$ cat config.mk
export PLATFORM = sky130hd
export DESIGN_NAME = sat_counter
export DESIGN_NICKNAME = d
export VERILOG_FILES = /design/src/rtl/rx_frame_checker_pkg.sv /design/src/rtl/rx_frame_checker_sat_counter.sv
export SDC_FILE = /design/constraint.sdc
export NUM_CORES = 1
export LEC_CHECK = 0
export ABC_AREA = 1
export BUFFER_PORTS_ARGS = -buffer_cell sky130_fd_sc_hd__buf_2
export CAP_MARGIN = 20
export CORE_UTILIZATION = 54
export DETAILED_ROUTE_END_ITERATION = 6
export GPL_TIMING_DRIVEN = 0
export PLACE_DENSITY = 0.78
export SYNTH_ARGS = -nofsm -noshare
export SYNTH_HDL_FRONTEND = slang
export SYNTH_SLANG_ARGS = --single-unit
$ cat constraint.sdc
create_clock -name iclk -period 1.8 [get_ports iclk]
set_input_delay 0 -clock iclk [delete_from_list [all_inputs] [get_ports iclk]]
set_output_delay 0 -clock iclk [all_outputs]
set_load 0.03 [all_outputs]
$ cat src/rtl/rx_frame_checker_pkg.sv
// Shared types and defaults for the receive frame checker: FSM states,
// holding-register control bits and the per-beat byte-count helper.
package rx_frame_checker_pkg;

  localparam int DEF_MIN_LEN = 64;
  localparam int DEF_MAX_LEN = 9216;
  localparam int CNT_W       = 14;
  localparam int CTR_W       = 16;

  typedef enum logic [1:0] {
    ST_IDLE    = 2'd0,
    ST_PKT     = 2'd1,
    ST_DISCARD = 2'd2
  } rx_state_e;

  typedef struct packed {
    logic       vld;
    logic       sop;
    logic       eop;
    logic [1:0] res;
    logic       bad;
  } hr_ctl_t;

  // A residual of 0 on the last beat means all four bytes are valid.
  function automatic logic [CNT_W-1:0] beat_bytes(input logic eop, input logic [1:0] res);
    if (eop && res != 2'd0) return {{(CNT_W-2){1'b0}}, res};
    return CNT_W'(4);
  endfunction

endpackage

$ cat src/rtl/rx_frame_checker_sat_counter.sv
// 16-bit event counter that sticks at all-ones instead of wrapping.
module sat_counter
  import rx_frame_checker_pkg::*;
(
  input  logic             iclk,
  input  logic             irst,
  input  logic             inc_i,
  output logic [CTR_W-1:0] cnt_o
);

  logic [CTR_W-1:0] cnt_q;

  always_ff @(posedge iclk or posedge irst) begin
    if (irst) begin
      cnt_q <= '0;
    end else if (inc_i && (cnt_q != {CTR_W{1'b1}})) begin
      cnt_q <= cnt_q + CTR_W'(1);
    end
  end

  assign cnt_o = cnt_q;

endmodule

Word level (Yosys, flattened, before mapping)
Index checks and enable logic that the tools add are counted.
{"block": "classes", "add_sub_neg": 1, "n_mul": 0, "div_mod_pow": 0, "order_cmp": 0, "eq_ne": 1, "shifts": 0, "n_mux": 0, "n_bitwise": 0, "n_reduce_logical": 1}
{"cell": "16-bit by 1-bit adder with 16-bit output (second input constant)", "n": 1}
{"cell": "16-bit inequality test (second input constant)", "n": 1}
{"cell": "1-bit logical AND", "n": 1}
{"block": "word_totals", "regBits": 16, "latch_bits": 0, "ram_bits": 0, "rom_bits": 0, "inputBits": 3, "output_inout_bits": 16, "elab_cells": 4, "memories": 0}

Logic depth before layout (Yosys ltp)
{"block": "depth", "ltp_word": 2, "ltp_mapped": 9, "depth_no_buf": 8}

Worst setup path before layout
No wires, ideal clock.
{"block": "synth_timing", "path_kind": "register to register", "start": "register cnt_q[0], in the netlist cnt_o[0]", "end": "register cnt_q[0], in the netlist cnt_o[0]", "setup_ns": 0.119, "arrival_time_ns": 1.559, "t_required_ns": 1.681, "setup_slack_ns": 0.123, "stages_incl_launch_ff": 10, "path_buffers": 1, "period_less_slack_ns": 1.677, "cell_sequence": "dfrtp_1 > ha_1 > inv_2 > nor2_4 > nand2_2 > nor2_4 > nor2_4 > buf_8 > nand2_1 > nand2_1"}
{"block": "synth_between", "elab_chain_cells": 2, "elab_cells_between_ends": 3, "classes_between": "1 x add/sub; 1 x eq/ne; 1 x reduce/logical"}
{"element": "start: declaration", "line_no": "rx_frame_checker_sat_counter.sv:11", "rtl": "logic [CTR_W-1:0] cnt_q;"}
{"element": "start signal: assignment", "line_no": "rx_frame_checker_sat_counter.sv:17", "rtl": "cnt_q <= cnt_q + CTR_W'(1);"}
{"element": "branches (longest 2 deep; another with 16-bit by 1-bit adder with 16-bit output)"}
Several ways; the timed one is not identified.
A chain may end at the register's enable or synchronous reset.

Worst setup path after layout
{"block": "layout_timing", "start": "register cnt_q[0], in the netlist cnt_o[0]", "end": "register cnt_q[15], in the netlist cnt_o[15]"}
Same word-level chain as after synthesis.

==> run_results.csv <==
group,metric,value,unit
detailed_routing,ant_nets,0,
power,power_frac_seq,42.8,%
floorplan,initial_core_util,60.0,%
clock_tree,clk_root_buffer_cell,"clkbuf_4",
timing,final.min_clock_period,1.62,ns
clock_tree,post_cts_buffers,0,
detailed_routing,drc,0,
placed_design,pre_cts_ws,0.163,ns
clock_tree,numClockSinks,16,
timing,rsz0062_at_grt,"false",
power,combPwrFrac,37.1,%
synthesis,synth_top_area_share,37.4,%
timing,fin_setup_tns,0,ns
run,max-cap-violations,0,
synthesis,ys_async_sr_fraction,100,%
setup_path,crit_path_start_kind,"flop",
synthesis,synth-seq-area-share,37.4,%
timing,tightest_slew,0.615,ns
grt,grt_pass1_wl,3750,um
clock_tree,h-tree-depth,1,
power,total_power,1230,uW
timing,fmax,618,MHz
synthesis,synth-seq-cells,16,
final_layout,instances_no_fill,198,
timing,setup_viol,0,
synthesis,syn_avg_cell_area,7.13,um2
power,swShare,43.4,%
clock_tree,clock_latency,0.29,ns
final_layout,largest_reg_flops,16,
final_layout,diodes,0,
final_layout,num-nets-final,178,
grt,grt_pass1_vias,928,
final_layout,final_layout_size_suffix_gt1_share,26.0,%
synthesis,synth_commonest_cells,"nand2_1 (58), dfrtp_1 (16), inv_1 (15), nor2_1 (14), nand3_1 (9)",
power,internal-power,694,uW
timing,fin_crit_sh,89.8,%
timing,whs,0.0813,ns
placed_design,portBuffers,18,
synthesis,yosys_warnings,0,
synthesis,synth.most_common_cell,"nand2_1",
timing,final-hold-violation-count,0,
synthesis,yosysUniqueCellTypes,17,
synthesis,synthFlopType,"dfrtp_1",
timing,drv_slew,0,
synthesis,synth-edff-count,0,
grt,grt_max_degree,17,
detailed_routing,vias,986,
power,power.density,989,mW/mm2
setup_path,arrival,1.81,ns
final_layout,multi_input_area,597,um2
synthesis,synth_top_cell_by_area,"dfrtp_1",
floorplan,die_w,46.5,um
setup_path,cp.required,1.99,ns
timing,layout_setup_ws,0.183,ns
min_path,worstHoldPathType,"input port to flop",
detailed_routing,drtPass1Iterations,4,
clock_tree,cts_max_path_buffers,2,
detailed_routing,wl_per_cell,11.3,um
power,p_leak,0.000585,uW
clock_tree,cts_tree,"done",
grt,overflow,0,
placed_design,placed_cells,193,
detailed_routing,drt_iter0_drc,7,
final_layout,regArea,400,um2
detailed_routing,finalWirelength,2240,um
grt,antenna_found_initial,0,
placed_design,dp_hpwl,1740,um
setup_path,path_max_fanout,10,
setup_path,crit_path_end_kind,"flop",
clock_tree,cts_buffers,3,
timing,clock_skew,0.00590,ns
power,irDropWorstVdd,858,uV
synthesis,netlist_area,0.00107,mm2
floorplan,die_area,0.00216,mm2
final_layout,area_growth_syn_to_layout,15.9,%
synthesis,syn_inst,150,
clock_tree,clk_pin_slew,0.10,ns
outcome,status,"completed",
placed_design,place_congestion,0.841,
detailed_routing,viasPerCell,4.98,
power,power_switching,533,uW
floorplan,die_y,46.5,um
floorplan,rows,15,
floorplan,io_pins,19,
setup_path,path_class,"flop to flop",
timing,maxSlewHeadroom,58.9,%
grt,grtUsageTotal,24.3,%
synthesis,synth.net_count,154,
power,clockPowerShare,20.1,%
synthesis,synthTopCellsByArea,"dfrtp_1 (37%), nand2_1 (20%), inv_1 (5.3%)",
floorplan,coreArea,0.00178,mm2
final_layout,nFillCells,158,
## final cells by class
| cell class | count | share of cell area, % |
|---|---|---|
| sequential | 16 | 32.3 |
| buffer | 1 | 1.21 |
| multi-input combinational | 117 | 48.1 |
| inverter | 16 | 4.84 |
| clock buffer | 4 | 2.93 |
| tap | 25 | 2.52 |
| timing repair buffer | 19 | 8.07 |
## cells in the final DEF (no fill, tap or decap), drive strengths merged
cell type    synthesis  layout
nand2               64      64
inv                 16      16
xor2                 2       2
nand4                5       5
nor2                22      22
dlygate4sd3          0       1
buf                  1      19
xnor2                2       2
clkbuf               0       4
o21ai               10      10
ha                   1       1
nand3                9       9
dfrtp               16      16
nand3b               2       2
## cells by family after synthesis
logic type / after synthesis / synth area share [%]
AO/OA/AOI/OAI: 10 / 6.78
XOR/XNOR: 4 / 3.28
adder cells (fa/ha/maj): 1 / 1.17
buffers and inverters: 17 / 7.02
flip-flops: 16 / 37.4
AND/OR/NAND/NOR: 102 / 44.3
## critical path: stages (launching register included)
cell and delay, ns:
dfrtp_1 0.49, ha_2 0.29, inv_2 0.06, nor2_4 0.13, nand2_2 0.09, nor2_4 0.12
nor2_4 0.07, buf_8 0.16, nand2_1 0.07, nand2_1 0.04
## power by group through the flow
stage	Combinational [uW]	Clock [uW]	Sequential, uW
final	454	246	525
after floorplan	216	0	641
after global placement	441	0	522
after CTS	457	253	521
after detailed placement	454	0	527
after global routing	498	264	538
## metrics by stage
step,area (um2),util [%]
final,1240,69.5
after global routing,1240,69.5
after CTS,1240,69.4
after detailed placement,1190,66.8
after global placement,1190,66.8
after floorplan,1070,-
## path summary, 6_finish.rpt
check / start / endpoint / slack (ns) / depth (start not counted)
max: cnt_o[0] / cnt_o[15] / 0.18 / 9
min: inc_i / cnt_o[0] / 0.08 / 4
min reg2reg: cnt_o[1] / cnt_o[1] / 0.56 / 2
max in group asynchronous: irst / cnt_o[10] / 1.08 / 3
min in group asynchronous: irst / cnt_o[9] / 0.32 / 3
max reg2reg: cnt_o[0] / cnt_o[15] / 0.18 / 9
## layer usage
layer | global-route usage (%) | up-vias | wire (um)
met3 | 3.53 | 2 | 47
met1 | 31.2 | 453 | 1100
li1 | - | 520 | -
met5 | 0 | - | 0
met4 | 5.29 | 0 | 17
met2 | 42.5 | 11 | 1080
## what timing repair did
action / in CTS / in global routing
hold buffers: 1 / 0
hold endpoints to repair: 16 / 0
setup endpoints to repair: 0 / 1
resized for setup: 0 / 1
(Power assumes the default switching activity.)
